## config.mk

```make
export PLATFORM = sky130hd
export DESIGN_NAME = gem_tx_frame_shaper_flat
export DESIGN_NICKNAME = d
export VERILOG_FILES = /design/src/rtl/gem_ext_fifo_pkg.sv /design/src/rtl/gem_tx_frame_shaper_if.sv /design/src/rtl/gem_axis_out_reg.sv /design/src/rtl/gem_tx_frame_shaper.sv /design/src/flat_wrapper.sv
export SDC_FILE = /design/constraint.sdc
export NUM_CORES = 1
export LEC_CHECK = 0
export CORE_ASPECT_RATIO = 2
export CORE_UTILIZATION = 47
export DETAILED_ROUTE_END_ITERATION = 8
export GPL_TIMING_DRIVEN = 0
export PLACE_DENSITY_LB_ADDON = 0.25
export SYNTH_ARGS = -nofsm -noshare
export SYNTH_HDL_FRONTEND = slang
export SYNTH_SLANG_ARGS = --single-unit
```

## constraint.sdc

```tcl
create_clock -name clk -period 3.05 [get_ports clk]
set_clock_uncertainty 0.05 [all_clocks]
set_input_delay 0.61 -clock clk [delete_from_list [all_inputs] [get_ports clk]]
set_output_delay 0.61 -clock clk [all_outputs]
set_load 0.01 [all_outputs]
```

## src/rtl/gem_ext_fifo_pkg.sv

```systemverilog
// Shared types and Ethernet framing constants for the GEM Tx frame path.
package gem_ext_fifo_pkg;

  typedef enum logic [1:0] {PASS, PAD, DROP} shaper_state_t;

  localparam int          ETH_MIN_LEN  = 60;
  localparam int          ETH_MAX_LEN  = 1514;
  localparam logic [7:0]  ETH_PAD_BYTE = 8'h00;

endpackage

```

## src/rtl/gem_tx_frame_shaper_if.sv

```systemverilog
// Byte-wide AXI-Stream link with an error flag; master drives data, slave drives tready.
interface gem_tx_frame_shaper_if;
  logic [7:0] tdata;
  logic       tvalid;
  logic       tlast;
  logic       tuser;
  logic       tready;

  modport master (output tdata, tvalid, tlast, tuser, input tready);
  modport slave  (input tdata, tvalid, tlast, tuser, output tready);
endinterface

```

## src/rtl/gem_axis_out_reg.sv

```systemverilog
// 1-deep AXIS register slice with a load-enable side; 1 cycle latency.
// Loadable when empty or draining this cycle; holds the beat stable while stalled.
module gem_axis_out_reg (
  input  logic       clk,
  input  logic       rst,
  input  logic       ld,
  input  logic [7:0] ld_data,
  input  logic       ld_last,
  input  logic       ld_user,
  output logic       loadable,
  gem_tx_frame_shaper_if.master m_axis
);

  assign loadable = !m_axis.tvalid || m_axis.tready;

  always_ff @(posedge clk) begin
    if (rst) begin
      m_axis.tvalid <= 1'b0;
      m_axis.tdata  <= 8'h00;
      m_axis.tlast  <= 1'b0;
      m_axis.tuser  <= 1'b0;
    end else if (ld && loadable) begin
      m_axis.tvalid <= 1'b1;
      m_axis.tdata  <= ld_data;
      m_axis.tlast  <= ld_last;
      m_axis.tuser  <= ld_user;
    end else if (m_axis.tready) begin
      m_axis.tvalid <= 1'b0;
    end
  end

endmodule

```

## src/rtl/gem_tx_frame_shaper.sv

```systemverilog
// Pads runt frames to MIN_LEN, truncates past MAX_LEN (tuser=1); 1 cycle latency.
// Input is stalled while padding and free-flowing while discarding a truncated tail.
module gem_tx_frame_shaper
  import gem_ext_fifo_pkg::*;
#(
  parameter int         MIN_LEN  = ETH_MIN_LEN,
  parameter int         MAX_LEN  = ETH_MAX_LEN,
  parameter logic [7:0] PAD_BYTE = ETH_PAD_BYTE,
  parameter int         LEN_W    = $clog2(MAX_LEN + 1)
) (
  input  logic clk,
  input  logic rst,
  gem_tx_frame_shaper_if.slave  s_axis,
  gem_tx_frame_shaper_if.master m_axis,
  output logic stat_frame,
  output logic stat_padded,
  output logic stat_truncated
);

  localparam logic [LEN_W-1:0] MIN_C = LEN_W'(MIN_LEN);
  localparam logic [LEN_W-1:0] MAX_C = LEN_W'(MAX_LEN);

  shaper_state_t    state;
  logic [LEN_W-1:0] byte_cnt;
  logic [LEN_W-1:0] cnt_inc;
  logic             err_acc;
  logic             loadable;
  logic             accept;
  logic             ld;
  logic [7:0]       ld_data;
  logic             ld_last;
  logic             ld_user;

  assign s_axis.tready = !rst && (state == DROP || (state == PASS && loadable));
  assign accept        = s_axis.tvalid && s_axis.tready;
  assign cnt_inc       = byte_cnt + 1'b1;

  always_comb begin
    ld      = 1'b0;
    ld_data = s_axis.tdata;
    ld_last = 1'b0;
    ld_user = 1'b0;
    case (state)
      PASS: begin
        if (accept) begin
          ld = 1'b1;
          // An input tlast landing exactly on MAX_LEN is a normal end, so tlast is tested first.
          if (s_axis.tlast && cnt_inc >= MIN_C) begin
            ld_last = 1'b1;
            ld_user = err_acc | s_axis.tuser;
          end else if (!s_axis.tlast && cnt_inc == MAX_C) begin
            ld_last = 1'b1;
            ld_user = 1'b1;
          end
        end
      end
      PAD: begin
        if (loadable) begin
          ld      = 1'b1;
          ld_data = PAD_BYTE;
          if (cnt_inc == MIN_C) begin
            ld_last = 1'b1;
            ld_user = err_acc;
          end
        end
      end
      default: ;
    endcase
  end

  always_ff @(posedge clk) begin
    if (rst) begin
      state          <= PASS;
      byte_cnt       <= '0;
      err_acc        <= 1'b0;
      stat_frame     <= 1'b0;
      stat_padded    <= 1'b0;
      stat_truncated <= 1'b0;
    end else begin
      stat_frame     <= 1'b0;
      stat_padded    <= 1'b0;
      stat_truncated <= 1'b0;
      case (state)
        PASS: begin
          if (accept) begin
            if (ld_last) begin
              byte_cnt       <= '0;
              err_acc        <= 1'b0;
              stat_frame     <= 1'b1;
              stat_truncated <= !s_axis.tlast;
              state          <= s_axis.tlast ? PASS : DROP;
            end else begin
              byte_cnt <= cnt_inc;
              err_acc  <= err_acc | s_axis.tuser;
              if (s_axis.tlast) state <= PAD;
            end
          end
        end
        PAD: begin
          if (loadable) begin
            if (ld_last) begin
              byte_cnt    <= '0;
              err_acc     <= 1'b0;
              stat_frame  <= 1'b1;
              stat_padded <= 1'b1;
              state       <= PASS;
            end else begin
              byte_cnt <= cnt_inc;
            end
          end
        end
        DROP: begin
          if (accept && s_axis.tlast) state <= PASS;
        end
        default: state <= PASS;
      endcase
    end
  end

  gem_axis_out_reg u_out_reg (
    .clk      (clk),
    .rst      (rst),
    .ld       (ld),
    .ld_data  (ld_data),
    .ld_last  (ld_last),
    .ld_user  (ld_user),
    .loadable (loadable),
    .m_axis   (m_axis)
  );

endmodule
```

## src/flat_wrapper.sv

```systemverilog
// flat-port wrapper written by rule: the top's interface ports become plain ports
module gem_tx_frame_shaper_flat import gem_ext_fifo_pkg::*;
#(
  parameter int         MIN_LEN  = ETH_MIN_LEN,
  parameter int         MAX_LEN  = ETH_MAX_LEN,
  parameter logic [7:0] PAD_BYTE = ETH_PAD_BYTE,
  parameter int         LEN_W    = $clog2(MAX_LEN + 1)
)
  (clk, rst, stat_frame, stat_padded, stat_truncated, s_axis_tdata, s_axis_tvalid, s_axis_tlast, s_axis_tuser, s_axis_tready, m_axis_tdata, m_axis_tvalid, m_axis_tlast, m_axis_tuser, m_axis_tready);
  gem_tx_frame_shaper_if s_axis_i ();
  gem_tx_frame_shaper_if m_axis_i ();
  input  logic clk;
  input  logic rst;
  output logic stat_frame;
  output logic stat_padded;
  output logic stat_truncated;
  input wire logic [$bits(s_axis_i.tdata)-1:0] s_axis_tdata;
  input wire logic [$bits(s_axis_i.tvalid)-1:0] s_axis_tvalid;
  input wire logic [$bits(s_axis_i.tlast)-1:0] s_axis_tlast;
  input wire logic [$bits(s_axis_i.tuser)-1:0] s_axis_tuser;
  output wire logic [$bits(s_axis_i.tready)-1:0] s_axis_tready;
  output wire logic [$bits(m_axis_i.tdata)-1:0] m_axis_tdata;
  output wire logic [$bits(m_axis_i.tvalid)-1:0] m_axis_tvalid;
  output wire logic [$bits(m_axis_i.tlast)-1:0] m_axis_tlast;
  output wire logic [$bits(m_axis_i.tuser)-1:0] m_axis_tuser;
  input wire logic [$bits(m_axis_i.tready)-1:0] m_axis_tready;
  assign s_axis_i.tdata = s_axis_tdata;
  assign s_axis_i.tvalid = s_axis_tvalid;
  assign s_axis_i.tlast = s_axis_tlast;
  assign s_axis_i.tuser = s_axis_tuser;
  assign s_axis_tready = s_axis_i.tready;
  assign m_axis_tdata = m_axis_i.tdata;
  assign m_axis_tvalid = m_axis_i.tvalid;
  assign m_axis_tlast = m_axis_i.tlast;
  assign m_axis_tuser = m_axis_i.tuser;
  assign m_axis_i.tready = m_axis_tready;
  gem_tx_frame_shaper #(.MIN_LEN(MIN_LEN), .MAX_LEN(MAX_LEN), .PAD_BYTE(PAD_BYTE), .LEN_W(LEN_W)) u_core (.clk(clk), .rst(rst), .s_axis(s_axis_i), .m_axis(m_axis_i), .stat_frame(stat_frame), .stat_padded(stat_padded), .stat_truncated(stat_truncated));
endmodule
```

==> flow_summary.toml, run 1 <==
[clocking]
cts_max_path_buffers = 2
cts.clk_slew.worst_paths_ns = 0.10
cts-htree-levels = 1
cts_tree = "yes"
cts_made_buffers = 3
worstSkewPairLatency_ns = 0.28
cts_sinks = 28
cts-root-buf = "clkbuf_8"
hold_buffers = 0

[routing]
drtPass1Iterations = 4
routed_wl_um = 4450
vias = 1667
drtIter0Drc = 42
drc = 0
avgViaCountPerCell = 6.22
postRouteAntennaNets = 0
routedWlPerCell_um = 16.6

[floorplanning]
initial_utilization_pct = 49.4
core_area_um2 = 3380
io-pin-count = 29
rows = 30
die_y_um = 86.3
die-area_um2 = 3810
die_w_um = 44.2

[global_route]
grt_util_met2_pct = 44.4
globalRouteMet3Util_pct = 2.71
grt_max_degree = 17
grt_pass1_vias = 1688
grt.overflow.total = 0
grt_usage_pct = 25.4
busiest_layer = "met2"
use_met1_pct = 26.6
grt_pass1_wl_um = 7360
antenna_found_initial = 0

[sta]
drv_slew = 0
setup_viol = 0
period_minus_slack_ns = 2.99
finalHoldViolCount = 0
fin_crit_sh_pct = 98.0
fin_tns_setup_ns = 0
worstMarginPinSlew_ns = 0.561
setup_ws_ns = 0.0609
whs_ns = 0.408
fmax_mhz = 335
slew_headroom_pct = 62.6
rsz0062_at_grt = "false"

[logic_synthesis]
synth_ff_type = "dfxtp_1"
synth-seq-area-share_pct = 33.6
synth_fa_ha_area_share_pct = 2.25
ys_seq_elements = 28
synthMuxAreaShare_pct = 0.899
ys_top_cells_by_count = "dfxtp_1 (28), nand2_1 (21), nand3_1 (15)"
yosysTopAreaCell = "dfxtp_1"
synth_top_family_by_area = "simple AND/OR/NAND/NOR gates"
synth_area_leaders = "dfxtp_1 (34%), nand2_1 (4.7%), nand3_1 (4.5%)"
synth_cell_types = 51
synth_edf_count = 0
ys_async_sr_fraction_pct = 0
synthSimpleGateAreaFrac_pct = 33.3
yosys_warnings = 0
synthesis.area_um2 = 1670
synth_compound_area_share_pct = 20.3
yosysMostFrequentCell = "dfxtp_1"
synthXorXnorAreaFrac_pct = 2.62
syn_inst = 204
synth.top_cell.area_share_pct = 33.6
avgSynthCellArea_um2 = 8.19
syn_nets = 221

[pwr]
powerDensity_nw_per_um2 = 384
p_sw_w = 0.000186
pwr-share-clk_pct = 37.1
vdd_drop_max_mv = 0.339
p_int_w = 0.000608
pwr-share-seq_pct = 48.8
comb_power_share_pct = 14.2
p_sw_share_pct = 23.5
p_leak_nw = 0.714

[run]
maxCapViolations = 0

[outcome]
status = "finished, final reports clean"

[critical_path]
worstPathRequired_ns = 2.39
crit_path_end_kind = "output pin"
cp.arrival_ns = 2.33
start_kind = "primary input"
reg2reg_from = "u_core.byte_cnt[0]"
path_max_fanout = 10
critPathLaunch = "rst"
critPathKind = "primary input to output pin"

[cells_and_area]
drive_gt1_share_pct = 9.75
area_growth_pct = 23.7
register_area_um2 = 561
diodes = 0
final_core_util_pct = 61.2
nNetsFinal = 254
multi_input_comb_area_um2 = 992
n_fill_cell = 311

[place]
dp_slack_ns = -0.219
dp_hpwl_um = 3340
port_buffers = 28
place_congestion = 0.910

[worst_hold_path]
holdCritStartpoint = "u_core.u_out_reg.m_axis.tdata[5]"
min_path_type = "flip-flop to flip-flop"
[final cells by class]
cell class	instances	share of cell area (%)
Tap cell	32	1.94
Timing Repair Buffer	28	13.6
Clock buffer	3	2.00
Buffer	18	4.66
Clock inverter	1	1.45
Sequential cell	28	27.1
Multi-Input combinational cell	151	48.0
Inverter	7	1.27
[worst max-delay path, stage by stage]
cell	delay [ns]
clkdlybuf4s50_1	0.46
buf_2	0.21
clkbuf_4	0.22
a211oi_1	0.25
clkdlybuf4s50_1	0.58
[sequential cells by signal, indices dropped and copies added (netlist names)]
| register | flops |
|---|---|
| u_core.byte_cnt | 11 |
| u_core.err_acc | 1 |
| u_core.stat_frame | 1 |
| u_core.stat_padded | 1 |
| u_core.stat_truncated | 1 |
| u_core.state | 2 |
| u_core.u_out_reg.m_axis.tdata | 8 |
| u_core.u_out_reg.m_axis.tlast | 1 |
| u_core.u_out_reg.m_axis.tuser | 1 |
| u_core.u_out_reg.m_axis.tvalid | 1 |
[placed cells by master (no fill, tap or decap), types with 4 or more instances in the layout]
cell type        netlist  routed
clkbuf_1              10       8
dfxtp_1               28      28
a21oi_1               10      10
nand3b_1               9       9
clkdlybuf4s50_1        0      28
a31oi_1                5       5
or3_1                  4       4
nand2_1               21      21
nor4_1                 6       6
nor2_1                10      10
nand3_1               15      15
nand2b_1               5       5
inv_1                  7       7
xnor2_1                4       4
o21ai_0                7       7
nor3_1                 4       4
buf_2                  3       4
[path summary, 6_finish.rpt]
kind / endpoint / slack [ns] / cells past startpoint
worst max-delay path: s_axis_tready / 0.06 / 5
worst min-delay path: u_core.u_out_reg.m_axis.tdata[5] / 0.41 / 2
worst max register to register: u_core.byte_cnt[1] / 0.36 / 7
worst min register to register: u_core.u_out_reg.m_axis.tdata[5] / 0.41 / 2
[kinds of logic after synthesis]
group                    count (synthesis)
flip-flops                              28
adder cells (fa/ha/maj)                  3
AO/OA/AOI/OAI                           46
multiplexers                             1
XOR/XNOR                                 5
buffers and inverters                   25
AND/OR/NAND/NOR                         96
[layer usage]
| metal | wire length (µm) | vias to the layer above | part of all wire [%] |
|---|---|---|---|
| met4 | 187 | 0 | 4.2 |
| met2 | 2420 | 45 | 54 |
| met3 | 131 | 12 | 2.9 |
| li1 | - | 818 | - |
| met1 | 1710 | 792 | 38 |
| met5 | 0 | - | 0 |
[through the flow]
step | power [W] | instance area, µm² | cells
5_1_grt | 0.000826 | 2070 | 268
2_1_floorplan | 0.000450 | 1670 | 204
6_report | 0.000794 | 2070 | 268
3_5_place_dp | 0.000507 | 1990 | 264
3_3_place_gp | 0.000506 | 1990 | 264
4_1_cts | 0.000799 | 2070 | 268
[timing repair]
action / CTS / global route
buffers inserted: 0 / 0
endpoints found under the setup margin: 1 / 1
gates resized for setup: 3 / 1
pin swaps: 0 / 0
[power by group through the flow]
stage               clock, W  sequential (W)  combinational, W
finish              0.000294        0.000387          0.000112
global route        0.000314        0.000389          0.000123
CTS                 0.000299        0.000387          0.000112
detailed placement         0        0.000396          0.000111
global placement           0        0.000395          0.000111
floorplan                  0        0.000399         0.0000517
Power figures use the tool's default switching activity.
==> run 2, diff against run 1 <==
ABC_AREA = 1   (was default)
==> flow_summary.toml, run 2 <==
[routing]
vias = 1560
routed_wl_um = 3790
routedWlPerCell_um = 12.8
drtIter0Drc = 32
drc = 0
drtPass1Iterations = 7
postRouteAntennaNets = 0
avgViaCountPerCell = 5.27

[worst_hold_path]
min_path_type = "flip-flop to flip-flop"

[logic_synthesis]
ys_async_sr_fraction_pct = 0
yosys_warnings = 0
synth_cell_types = 31
synth-seq-area-share_pct = 36.2
yosysMostFrequentCell = "nand2_1"
synth.top_cell.area_share_pct = 36.2
synth_edf_count = 0
synth_ff_type = "dfxtp_1"
avgSynthCellArea_um2 = 6.62
synthesis.area_um2 = 1550
synth_area_leaders = "dfxtp_1 (36%), nand2_1 (14%), inv_1 (8.0%)"
ys_top_cells_by_count = "nand2_1 (57), inv_1 (33), dfxtp_1 (28)"
yosysTopAreaCell = "dfxtp_1"
syn_nets = 251
ys_seq_elements = 28
syn_inst = 234

[floorplanning]
die_y_um = 83.2
initial_utilization_pct = 49.1
rows = 29
die_w_um = 42.6
io-pin-count = 29
core_area_um2 = 3160
die-area_um2 = 3540

[critical_path]
cp.arrival_ns = 1.96
crit_slowest_cell = "clkdlybuf4s50_1"
slowest_delay_ns = 0.48
start_kind = "primary input"
path_max_fanout = 3
reg2reg_slack_ns = 0.66
worstPathRequired_ns = 2.39
critPathKind = "primary input to output pin"
crit_path_end_kind = "output pin"
cp_cell_sequence = "clkdlybuf4s50_1 -> nor2_1 -> inv_1 -> o211ai_1 -> inv_1 -> clkdlybuf4s50_1"
crit_family = "buffers and inverters"
critPathBufInv = 4

[place]
dp_hpwl_um = 2920
dp_cells = 293
place_congestion = 0.865
port_buffers = 28
dp_slack_ns = 0.431

[global_route]
antenna_found_initial = 0
grt.overflow.total = 0
grt_usage_pct = 22.2
grt_pass1_vias = 1462
grt_pass1_wl_um = 6080
grt_max_degree = 15

[clocking]
cts-root-buf = "clkbuf_8"
cts-htree-levels = 1
cts.clk_slew.worst_paths_ns = 0.09
worstSkewPairLatency_ns = 0.28
cts_tree = "yes"
cts_resized = 0
cts_sinks = 28
cts_max_path_buffers = 2
hold_buffers = 0
cts_made_buffers = 3
post_cts_buffers = 0

[cells_and_area]
drive_gt1_share_pct = 7.55
layout_common_cells = "nand2_1 (57), inv_1 (33), clkdlybuf4s50_1 (28), dfxtp_1 (28), nor2_1 (24)"
mostFrequentLayoutCell = "nand2_1"
n_fill_cell = 320
final-instance-count-excl-fill = 296
regMostFlops = "u_core.byte_cnt"
diodes = 0
reg_top3 = "u_core.byte_cnt x11, u_core.u_out_reg.m_axis.tdata x8, u_core.state x2"
area_growth_pct = 23.3
nNetsFinal = 284
largest_reg_flops = 11

[sta]
fin_tns_setup_ns = 0
worstMarginPinSlew_ns = 0.506
slew_headroom_pct = 66.2
rsz0062_at_grt = "false"
period_minus_slack_ns = 2.62
finalHoldViolCount = 0
drv_slew = 0
setup_viol = 0
fin_crit_sh_pct = 85.9
setup_ws_ns = 0.431
fmax_mhz = 382

[pwr]
vdd_drop_max_mv = 0.408
p_leak_nw = 0.817
powerDensity_nw_per_um2 = 409

[outcome]
status = "finished, final reports clean"

[run]
maxCapViolations = 0
[run 2: cell count changes after synthesis, sizes merged, moves of 7 or more]
cell | previous run | this run
nand3b | 9 | 1
clkbuf | 11 | 3
nor2 | 10 | 28
nor4 | 7 | 0
inv | 7 | 33
nand2 | 21 | 63
a21oi | 10 | 24
[run 2: kinds of logic (layout without fill, tap and decap cells)]
kind of cell | Yosys count | after routing | share of synthesized area, %
adder cells (fa/ha/maj) | 3 | 3 | 2.42
XOR/XNOR | 1 | 1 | 0.566
AO/OA/AOI/OAI | 38 | 38 | 13.2
flip-flops | 28 | 28 | 36.2
AND/OR/NAND/NOR | 123 | 123 | 35.9
buffers and inverters | 41 | 72 | 11.8
[run 2: stage by stage]
stage | power, W | util (%) | instance area, µm² | hold slack, ns
after floorplan | 0.000505 | - | 1550 | 0.408
after detailed placement | 0.000583 | 59.2 | 1870 | 0.439
after global routing | 0.000808 | 60.5 | 1910 | 0.475
after global placement | 0.000580 | 59.2 | 1870 | 0.432
final | 0.000781 | 60.5 | 1910 | 0.450
after CTS | 0.000780 | 60.5 | 1910 | 0.453
[run 2: cell type report]
class | instances | area, µm² | share of cell area, %
clock buffer | 3 | 41.3 | 2.16
timing repair buffer | 28 | 280 | 14.7
tap | 31 | 38.8 | 2.03
multi-input combinational | 165 | 806 | 42.2
buffer | 7 | 55.1 | 2.88
sequential | 28 | 561 | 29.4
inverter | 34 | 128 | 6.68
[run 2: layer usage]
| metal | GRT usage (%) | vias up | part of all wire (%) |
|---|---|---|---|
| li1 | - | 811 | - |
| met2 | 42.7 | 25 | 58 |
| met4 | 11.4 | 0 | 1.9 |
| met3 | 2.61 | 6 | 2.1 |
| met5 | 0 | - | 0 |
| met1 | 21.6 | 718 | 38 |
[run 2: path summary, 6_finish.rpt]
kind | startpoint | to | cells after the start
min | u_core.u_out_reg.m_axis.tdata[3] | u_core.u_out_reg.m_axis.tdata[3] | 2
min reg2reg | u_core.u_out_reg.m_axis.tdata[3] | u_core.u_out_reg.m_axis.tdata[3] | 2
max | m_axis_tready | s_axis_tready | 6
max reg2reg | u_core.byte_cnt[1] | u_core.byte_cnt[2] | 15
[run 2: where the power goes]
part / leakage (nW) / internal, W / switching (W)
clock: 0.0216 / 0.0000892 / 0.000118
sequential: 0.228 / 0.000388 / 0.0000135
combinational: 0.567 / 0.0000815 / 0.0000919
[run 2: tightest hold or removal path, stage by stage, from the launching register on]
cell and delay, ns:
dfxtp_1 0.32, nor2_1 0.09, nor3_1 0.05
==> run 3, diff against run 2 <==
CORE_ASPECT_RATIO = 0.8   (was 2)
==> flow_summary.toml, run 3 (synthesized netlist as in run 2, its figures left out) <==
[global_route]
grt_pass1_wl_um = 5870
grt.overflow.total = 0
grt_usage_pct = 21.7
grt_pass1_vias = 1301
antenna_found_initial = 0
grt_max_degree = 17

[cells_and_area]
final_cell_area_um2 = 1950
reg_top3 = "u_core.byte_cnt x11, u_core.u_out_reg.m_axis.tdata x8, u_core.state x2"
largest_reg_flops = 11
diodes = 0
n_fill_cell = 296
area_growth_pct = 25.9
layout_common_cells = "nand2_1 (57), inv_1 (33), clkdlybuf4s50_1 (28), dfxtp_1 (28), nor2_1 (24)"
drive_gt1_share_pct = 7.89
nNetsFinal = 284
mostFrequentLayoutCell = "nand2_1"
regMostFlops = "u_core.byte_cnt"

[critical_path]
critPathBufInv = 4
crit_family = "buffers and inverters"
critPathKind = "primary input to output pin"
slowest_delay_ns = 0.53
path_max_fanout = 9
start_kind = "primary input"
reg2reg_slack_ns = 0.62
worstPathRequired_ns = 2.39
crit_path_end_kind = "output pin"
cp.arrival_ns = 1.99
cp_cell_sequence = "clkdlybuf4s50_1 -> inv_1 -> o211ai_1 -> inv_1 -> clkdlybuf4s50_1"
crit_slowest_cell = "clkdlybuf4s50_1"

[routing]
drtIter0Drc = 76
postRouteAntennaNets = 0
wl_met3_um = 170
wl_met2_um = 1490
highest_layer = "met4"
routedWlPerCell_um = 11.8
vias = 1544
routed_wl_um = 3610
drtPass1Iterations = 4
drc = 0
met1Wirelength_um = 1930
avgViaCountPerCell = 5.05

[sta]
drv_slew = 0
finalHoldViolCount = 0
rsz0062_at_grt = "false"
slew_headroom_pct = 66.1
fin_tns_setup_ns = 0
worstMarginPinSlew_ns = 0.509
fin_crit_sh_pct = 86.9
period_minus_slack_ns = 2.65
fmax_mhz = 377
setup_viol = 0

[clocking]
post_cts_buffers = 0
cts_sinks = 28
cts-htree-levels = 1
cts_tree = "yes"
cts_max_path_buffers = 2
worstSkewPairLatency_ns = 0.27
cts_made_buffers = 3
cts.clk_slew.worst_paths_ns = 0.10
cts_resized = 0
cts-root-buf = "clkbuf_8"
hold_buffers = 0

[floorplanning]
die_w_um = 66.2
rows = 18
io-pin-count = 29
die-area_um2 = 3530
initial_utilization_pct = 49.8
die_y_um = 53.3
core_area_um2 = 3110

[pwr]
p_leak_nw = 0.831
vdd_drop_max_mv = 0.388
powerDensity_nw_per_um2 = 445

[run]
maxCapViolations = 0

[place]
place_area_um2 = 1880
dp_hpwl_um = 2730
place_congestion = 0.845
port_buffers = 28

[worst_hold_path]
min_path_type = "flip-flop to flip-flop"

[outcome]
status = "finished, final reports clean"
## run 3: changes by cell type in the layout (fill, tap and decap cells not counted)
| cell | delta |
|---|---|
| bufinv_16 | +1 |
## run 3: tightest hold or removal path, cell delays in order (launching register included)
cell	delay, ns
dfxtp_1	0.33
nand2_1	0.06
a21oi_1	0.05
## run 3: metal layers
metal,GRT usage (%),up-vias
met1,33.1,689
li1,-,814
met2,31.3,37
met5,0,-
met3,4.31,4
met4,3.19,0
## run 3: cell type report
class,count,area (µm²),area share [%]
Multi-Input combinational cell,165,806,41.3
Inverter,34,128,6.54
Tap cell,40,50.0,2.57
Sequential cell,28,561,28.7
Clock buffer,3,41.3,2.12
Buffer,7,55.1,2.82
Timing Repair Buffer,28,280,14.4
Clock inverter,1,30.0,1.54
## run 3: worst paths after layout
check                                    startpoint                  end  depth (start not counted)
worst min register to register  u_core.byte_cnt[10]  u_core.byte_cnt[10]                          2
worst min-delay path            u_core.byte_cnt[10]  u_core.byte_cnt[10]                          2
worst max register to register   u_core.byte_cnt[1]   u_core.byte_cnt[6]                         15
worst max-delay path                            rst        s_axis_tready                          5
## run 3: metrics by stage
stage          hold slack [ns]  setup WS [ns]  cells  power (W)  utilization [%]
3_3_place_gp             0.426          0.412    302   0.000580             60.5
4_1_cts                  0.441          0.402    306   0.000872             62.8
2_1_floorplan            0.408           1.10    234   0.000505                -
3_5_place_dp             0.426          0.402    302   0.000583             60.5
5_1_grt                  0.472          0.270    306   0.000908             62.8
6_report                 0.439          0.401    306   0.000869             62.8
## run 3: report_power, final
part           internal, W  total [W]  switching (W)
clock             0.000176   0.000293       0.000117
combinational    0.0000821   0.000174      0.0000914
sequential        0.000388   0.000402      0.0000144
